===== config.mk =====
export PLATFORM = sky130hd
export DESIGN_NAME = instr_encoder_loader
export DESIGN_NICKNAME = d
export VERILOG_FILES = /design/src/rtl/instr_encoder_loader.sv
export SDC_FILE = /design/constraint.sdc
export NUM_CORES = 1
export LEC_CHECK = 0
export BUFFER_PORTS_ARGS = -buffer_cell sky130_fd_sc_hd__buf_2
export CAP_MARGIN = 20
export CORE_ASPECT_RATIO = 1.1
export CORE_UTILIZATION = 45
export CTS_CLUSTER_SIZE = 40
export DETAILED_ROUTE_END_ITERATION = 6
export MAX_ROUTING_LAYER = met4
export PLACE_DENSITY = 0.66
export SYNTH_ARGS = -nofsm -noshare
export SYNTH_HDL_FRONTEND = slang
export SYNTH_SLANG_ARGS = --single-unit
export TNS_END_PERCENT = 5

===== constraint.sdc =====
create_clock -name clk -period 2.95 [get_ports clk]
set_input_delay 0.1475 -clock clk [delete_from_list [all_inputs] [get_ports clk]]
set_output_delay 0.1475 -clock clk [all_outputs]
set_load 0.02 [all_outputs]

===== src/rtl/instr_encoder_loader.sv =====
// Packs decoded fields into 16-bit words, buffers them in a DEPTH-entry FIFO, streams them to imem (INSTR_ENC_CHECKSUM_EN adds checksum).
// Latency: accept -> imem_we one edge later; in_ready drops when FIFO full, load_en=0 stalls the drain.
module instr_encoder_loader #(
    parameter int DEPTH  = 4,
    parameter int ADDR_W = 8
) (
    input  logic              clk,
    input  logic              rst,
    input  logic              load_start,
    input  logic [ADDR_W-1:0] base_addr,
    input  logic              load_en,
    input  logic              in_valid,
    output logic              in_ready,
    input  logic [3:0]        in_opcode,
    input  logic [3:0]        in_ra,
    input  logic [3:0]        in_rb,
    input  logic [3:0]        in_rc,
    input  logic [11:0]       in_imm,
    output logic              imem_we,
    output logic [ADDR_W-1:0] imem_addr,
    output logic [15:0]       imem_wdata,
    output logic [15:0]       words_written,
`ifdef INSTR_ENC_CHECKSUM_EN
    output logic [15:0]       checksum,
`endif
    output logic              err_range,
    output logic              wrapped
);
    localparam int PW = (DEPTH > 1) ? $clog2(DEPTH) : 1;
    localparam int CW = PW + 1;

    localparam logic [3:0] OP_ADDI = 4'd7;
    localparam logic [3:0] OP_LSL  = 4'd8;
    localparam logic [3:0] OP_LSR  = 4'd9;
    localparam logic [3:0] OP_LDR  = 4'd10;
    localparam logic [3:0] OP_STR  = 4'd11;
    localparam logic [3:0] OP_BEQ  = 4'd12;
    localparam logic [3:0] OP_B    = 4'd13;
    localparam logic [3:0] OP_BL   = 4'd14;
    localparam logic [3:0] OP_BR   = 4'd15;

    logic [15:0]       mem_q [DEPTH];
    logic [15:0]       mem_d [DEPTH];
    logic [PW-1:0]     wr_ptr_q, wr_ptr_d, rd_ptr_q, rd_ptr_d;
    logic [CW-1:0]     count_q, count_d;
    logic [ADDR_W-1:0] addr_q, addr_d, imem_addr_q, imem_addr_d;
    logic [15:0]       imem_wdata_q, imem_wdata_d, words_q, words_d, csum_q, csum_d;
    logic              imem_we_q, imem_we_d, err_q, err_d, wrapped_q, wrapped_d;
    logic [15:0]       packed_word;
    logic              imm_short, imm_bad, push, pop, full;

    // Field packing; R-type opcodes fall through to the default format.
    always_comb begin
        packed_word = {in_opcode, in_ra, in_rb, in_rc};
        imm_short   = 1'b0;
        case (in_opcode)
            OP_ADDI, OP_LSL, OP_LSR, OP_LDR, OP_STR, OP_BEQ: begin
                packed_word = {in_opcode, in_ra, in_rb, in_imm[3:0]};
                imm_short   = 1'b1;
            end
            OP_B, OP_BL: packed_word = {in_opcode, in_imm};
            OP_BR:       packed_word = {in_opcode, in_ra, 8'h00};
            default:     ;
        endcase
        imm_bad = imm_short && (in_imm[11:4] != {8{in_imm[3]}});
    end

    assign full     = (count_q == CW'(DEPTH));
    assign in_ready = !rst && !full;
    assign push     = in_valid && in_ready && !load_start;
    assign pop      = load_en && (count_q != '0) && !load_start;

    always_comb begin
        mem_d        = mem_q;
        wr_ptr_d     = wr_ptr_q;
        rd_ptr_d     = rd_ptr_q;
        count_d      = count_q;
        addr_d       = addr_q;
        imem_we_d    = 1'b0;
        imem_addr_d  = imem_addr_q;
        imem_wdata_d = imem_wdata_q;
        words_d      = words_q;
        err_d        = err_q;
        wrapped_d    = wrapped_q;
        csum_d       = csum_q;
        if (load_start) begin
            wr_ptr_d  = '0;
            rd_ptr_d  = '0;
            count_d   = '0;
            addr_d    = base_addr;
            words_d   = '0;
            err_d     = 1'b0;
            wrapped_d = 1'b0;
            csum_d    = '0;
        end else begin
            if (push) begin
                mem_d[wr_ptr_q] = packed_word;
                wr_ptr_d        = wr_ptr_q + PW'(1);
                if (imm_bad) err_d = 1'b1;
            end
            if (pop) begin
                imem_we_d    = 1'b1;
                imem_addr_d  = addr_q;
                imem_wdata_d = mem_q[rd_ptr_q];
                csum_d       = csum_q ^ mem_q[rd_ptr_q];
                rd_ptr_d     = rd_ptr_q + PW'(1);
                addr_d       = addr_q + ADDR_W'(1);
                if (&addr_q) wrapped_d = 1'b1;
                if (words_q != 16'hFFFF) words_d = words_q + 16'd1;
            end
            count_d = count_q + CW'(push) - CW'(pop);
        end
    end

    always_ff @(posedge clk) begin
        mem_q <= mem_d;
    end

    always_ff @(posedge clk) begin
        if (rst) begin
            wr_ptr_q     <= '0;
            rd_ptr_q     <= '0;
            count_q      <= '0;
            addr_q       <= '0;
            imem_we_q    <= 1'b0;
            imem_addr_q  <= '0;
            imem_wdata_q <= '0;
            words_q      <= '0;
            err_q        <= 1'b0;
            wrapped_q    <= 1'b0;
            csum_q       <= '0;
        end else begin
            wr_ptr_q     <= wr_ptr_d;
            rd_ptr_q     <= rd_ptr_d;
            count_q      <= count_d;
            addr_q       <= addr_d;
            imem_we_q    <= imem_we_d;
            imem_addr_q  <= imem_addr_d;
            imem_wdata_q <= imem_wdata_d;
            words_q      <= words_d;
            err_q        <= err_d;
            wrapped_q    <= wrapped_d;
            csum_q       <= csum_d;
        end
    end

    assign imem_we       = imem_we_q;
    assign imem_addr     = imem_addr_q;
    assign imem_wdata    = imem_wdata_q;
    assign words_written = words_q;
    assign err_range     = err_q;
    assign wrapped       = wrapped_q;
`ifdef INSTR_ENC_CHECKSUM_EN
    assign checksum      = csum_q;
`else
    logic unused_csum;
    assign unused_csum   = ^csum_q;
`endif
endmodule


==> impl_metrics.py <==
metrics = {
    "floorplanning": {
        "start_util_pct": 46.5,
        "dieArea_sq_mm": 0.0123,
        "die_x_um": 106,
        "fp.dieH_um": 116,
        "coreArea_sq_mm": 0.0115,
        "io_pins": 85,
        "fp-row-count": 41,
    },
    "timing": {
        "finalCritPeriodShare_pct": 82.2,
        "finClkSkew_ps": 8.33,
        "slew_viol_final": 0,
        "rsz0062_at_grt": "false",
        "timing.fmax_mhz": 413,
        "setup_viol": 0,
        "hold_violations": 0,
        "fin_setup_tns_ps": 0,
        "tightest_slew_ps": 890,
        "relSlewSlack_pct": 40.6,
        "fin_crit_ps": 2420,
    },
    "drt": {
        "wl_per_cell_um": 16.3,
        "ant_nets": 0,
        "drtIter0Drc": 176,
        "vias_per_cell": 5.46,
        "vias": 3913,
        "first_pass_iters": 5,
        "wirelength_um": 11700,
        "drc_errors": 0,
    },
    "synthesis": {
        "async_flop_share_pct": 0,
        "syn-cell-area_sq_mm": 0.00534,
        "synth_area_per_cell_sq_um": 11.7,
        "syn_nets": 506,
        "synth-edff-count": 64,
        "synth_cell_types": 54,
        "yosysSeqAreaShare_pct": 57.7,
        "ys_top_cells_by_area": "edfxtp_1 (36%), dfxtp_1 (22%), mux4_2 (6.7%)",
        "syn-instance-count": 456,
        "synth_top_cell_area_share_pct": 36.0,
        "yosys.area.top_type": "edfxtp_1",
        "synth_ff_type": "edfxtp_1",
        "synth_seq_cells": 122,
        "yosys_warnings": 0,
    },
    "layout": {
        "fillers": 1000,
        "num_antenna_cells": 0,
        "drive_above_1_share_pct": 27.3,
        "multi_input_area_sq_mm": 0.00211,
        "fin_nets": 604,
        "area_growth_pct": 23.8,
        "fin_area_sq_mm": 0.00661,
        "area.sequential_sq_mm": 0.00308,
    },
    "cts": {
        "insertion_delay_ps": 410,
        "numCtsBuffers": 17,
        "cts.path.max_buffers": 2,
        "cts.clk_slew.worst_paths_ps": 60,
        "clock-sinks": 122,
        "cts_max_level": 4,
        "post_cts_buffers": 0,
        "clock-root-buffer": "clkbuf_16",
        "tritoncts": "done",
    },
    "placed_design": {
        "dpl_cell_area_sq_mm": 0.00595,
        "dp_hpwl_um": 7700,
        "portBuffers": 84,
        "gp_congestion": 0.764,
    },
    "min_path": {
        "hold_class": "input port to register",
    },
    "pwr": {
        "max-vdd-ir-drop_mv": 0.322,
        "p_leak_uw": 0.00250,
        "p_per_area_mw_per_mm2": 634,
    },
    "critical_path": {
        "critPathKind": "register to register",
        "worstPathRequired_ps": 3270,
        "worst_ep_arrival_time_ps": 2750,
        "cp_max_fo": 7,
        "worstSetupEndpointType": "register",
        "startpoint_type": "register",
    },
    "global_routing": {
        "grt-ovfl-total": 0,
        "grtUsageTotal_pct": 20.9,
        "antenna_found_initial": 0,
        "grt_pass1_vias": 3773,
        "grt_pass1_wl_um": 18800,
        "grt_start_max_net_pins": 44,
    },
    "run_status": {
        "status": "finished clean",
    },
    "run": {
        "cap_violations": 0,
    },
}
cell usage in the layout, fill, tap and decap left out, types with 5 or more instances in the layout:
master / synthesis / routed
o31ai_1: 5 / 5
nor4_1: 6 / 6
nand4_1: 8 / 8
o21ai_0: 6 / 6
nand3_1: 11 / 11
nor2_1: 22 / 22
a21oi_1: 40 / 40
mux4_2: 16 / 16
nand2_1: 66 / 66
mux2_2: 5 / 5
or3_1: 11 / 11
and2_1: 8 / 8
edfxtp_1: 64 / 64
buf_2: 7 / 84
dfxtp_1: 58 / 58
nor3_1: 7 / 7
mux2i_1: 16 / 16
buf_4: 1 / 12
xor2_1: 6 / 6
clkbuf_16: 0 / 17
nor2b_1: 5 / 5
inv_1: 12 / 12
xnor2_1: 5 / 5
ha_1: 8 / 8
area by class of cell:
| type | instances | area share, % |
|---|---|---|
| sequential | 122 | 46.6 |
| multi-input combinational | 299 | 32.0 |
| timing repair buffer | 100 | 8.33 |
| clock buffer | 17 | 6.44 |
| clock inverter | 15 | 3.01 |
| tap | 150 | 2.84 |
| inverter | 14 | 0.795 |
report_power, final:
part / internal (uW) / switching, uW
Sequential: 1820 / 15.0
Combinational: 80.4 / 113
Clock: 1410 / 756
Total: 3310 / 884
routing by layer:
layer,global-route usage [%],routed length (um),vias to the layer above
met2,36.6,6070,99
met4,8.52,136,0
met5,-,0,-
li1,-,-,1900
met1,23.5,5070,1901
met3,4.30,442,13
cells in the mapped netlist (7+ instances only):
library cell,n
nor3_1,7
nand4_1,8
and2_1,8
a21oi_1,40
ha_1,8
nand3_1,11
nor2_1,22
edfxtp_1,64
nand2_1,66
clkbuf_1,11
inv_1,12
buf_2,7
dfxtp_1,58
mux2i_1,16
mux4_2,16
or3_1,11
what timing repair did:
| action | 4_1_cts | 5_1_grt |
|---|---|---|
| hold buffers | 4 | 0 |
| resized for setup | 0 | 0 |
| hold endpoints to repair | 7 | 0 |
through the flow:
stage | hold WS, ps | instances | worst slack, ps | util [%] | power [uW]
4_1_cts | 12.9 | 717 | 501 | 57.5 | 4220
5_1_grt | 36.0 | 717 | 331 | 57.5 | 4330
2_1_floorplan | 246 | 456 | 462 | - | 1970
3_5_place_dp | 400 | 681 | 550 | 51.7 | 2050
6_report | 27.4 | 717 | 526 | 57.5 | 4190
3_3_place_gp | 398 | 681 | 667 | 51.7 | 2050
cell families (layout without fill, tap and decap cells):
group | after synthesis | count (layout) | synth area share [%]
xor+xnor | 11 | 11 | 1.80
buf+inv | 35 | 146 | 2.69
fa+ha+maj | 9 | 9 | 2.25
simple gates | 165 | 165 | 15.9
compound gates | 77 | 77 | 8.81
mux | 37 | 37 | 10.8
flops | 122 | 122 | 57.7
worst paths after layout:
kind | endpoint | startpoint | slack [ps] | depth (start not counted)
worst max-delay path | count_q[2] | count_q[2] | 530 | 11
worst min-delay path | addr_q[6] | base_addr[6] | 30 | 3
worst max register to register | count_q[2] | count_q[2] | 530 | 11
worst min register to register | imem_addr[0] | imem_addr[0] | 450 | 2
flip-flops by register name, indices dropped and copies added (netlist names):
signal         count
mem_q             64
imem_wdata        16
words_written     16
addr_q             8
imem_addr          8
count_q            3
rd_ptr_q           2
wr_ptr_q           2
err_range          1
imem_we            1
wrapped            1
critical path: stages, from the launching register on:
cell,delay [ps]
dfxtp_1,360
or3_1,450
nand2_1,120
inv_2,50
ha_1,270
inv_1,60
ha_1,130
inv_1,50
fa_1,370
xor2_1,180
and2_1,170
nor3_1,140
Note: power is estimated with default switching activity, not from simulation.
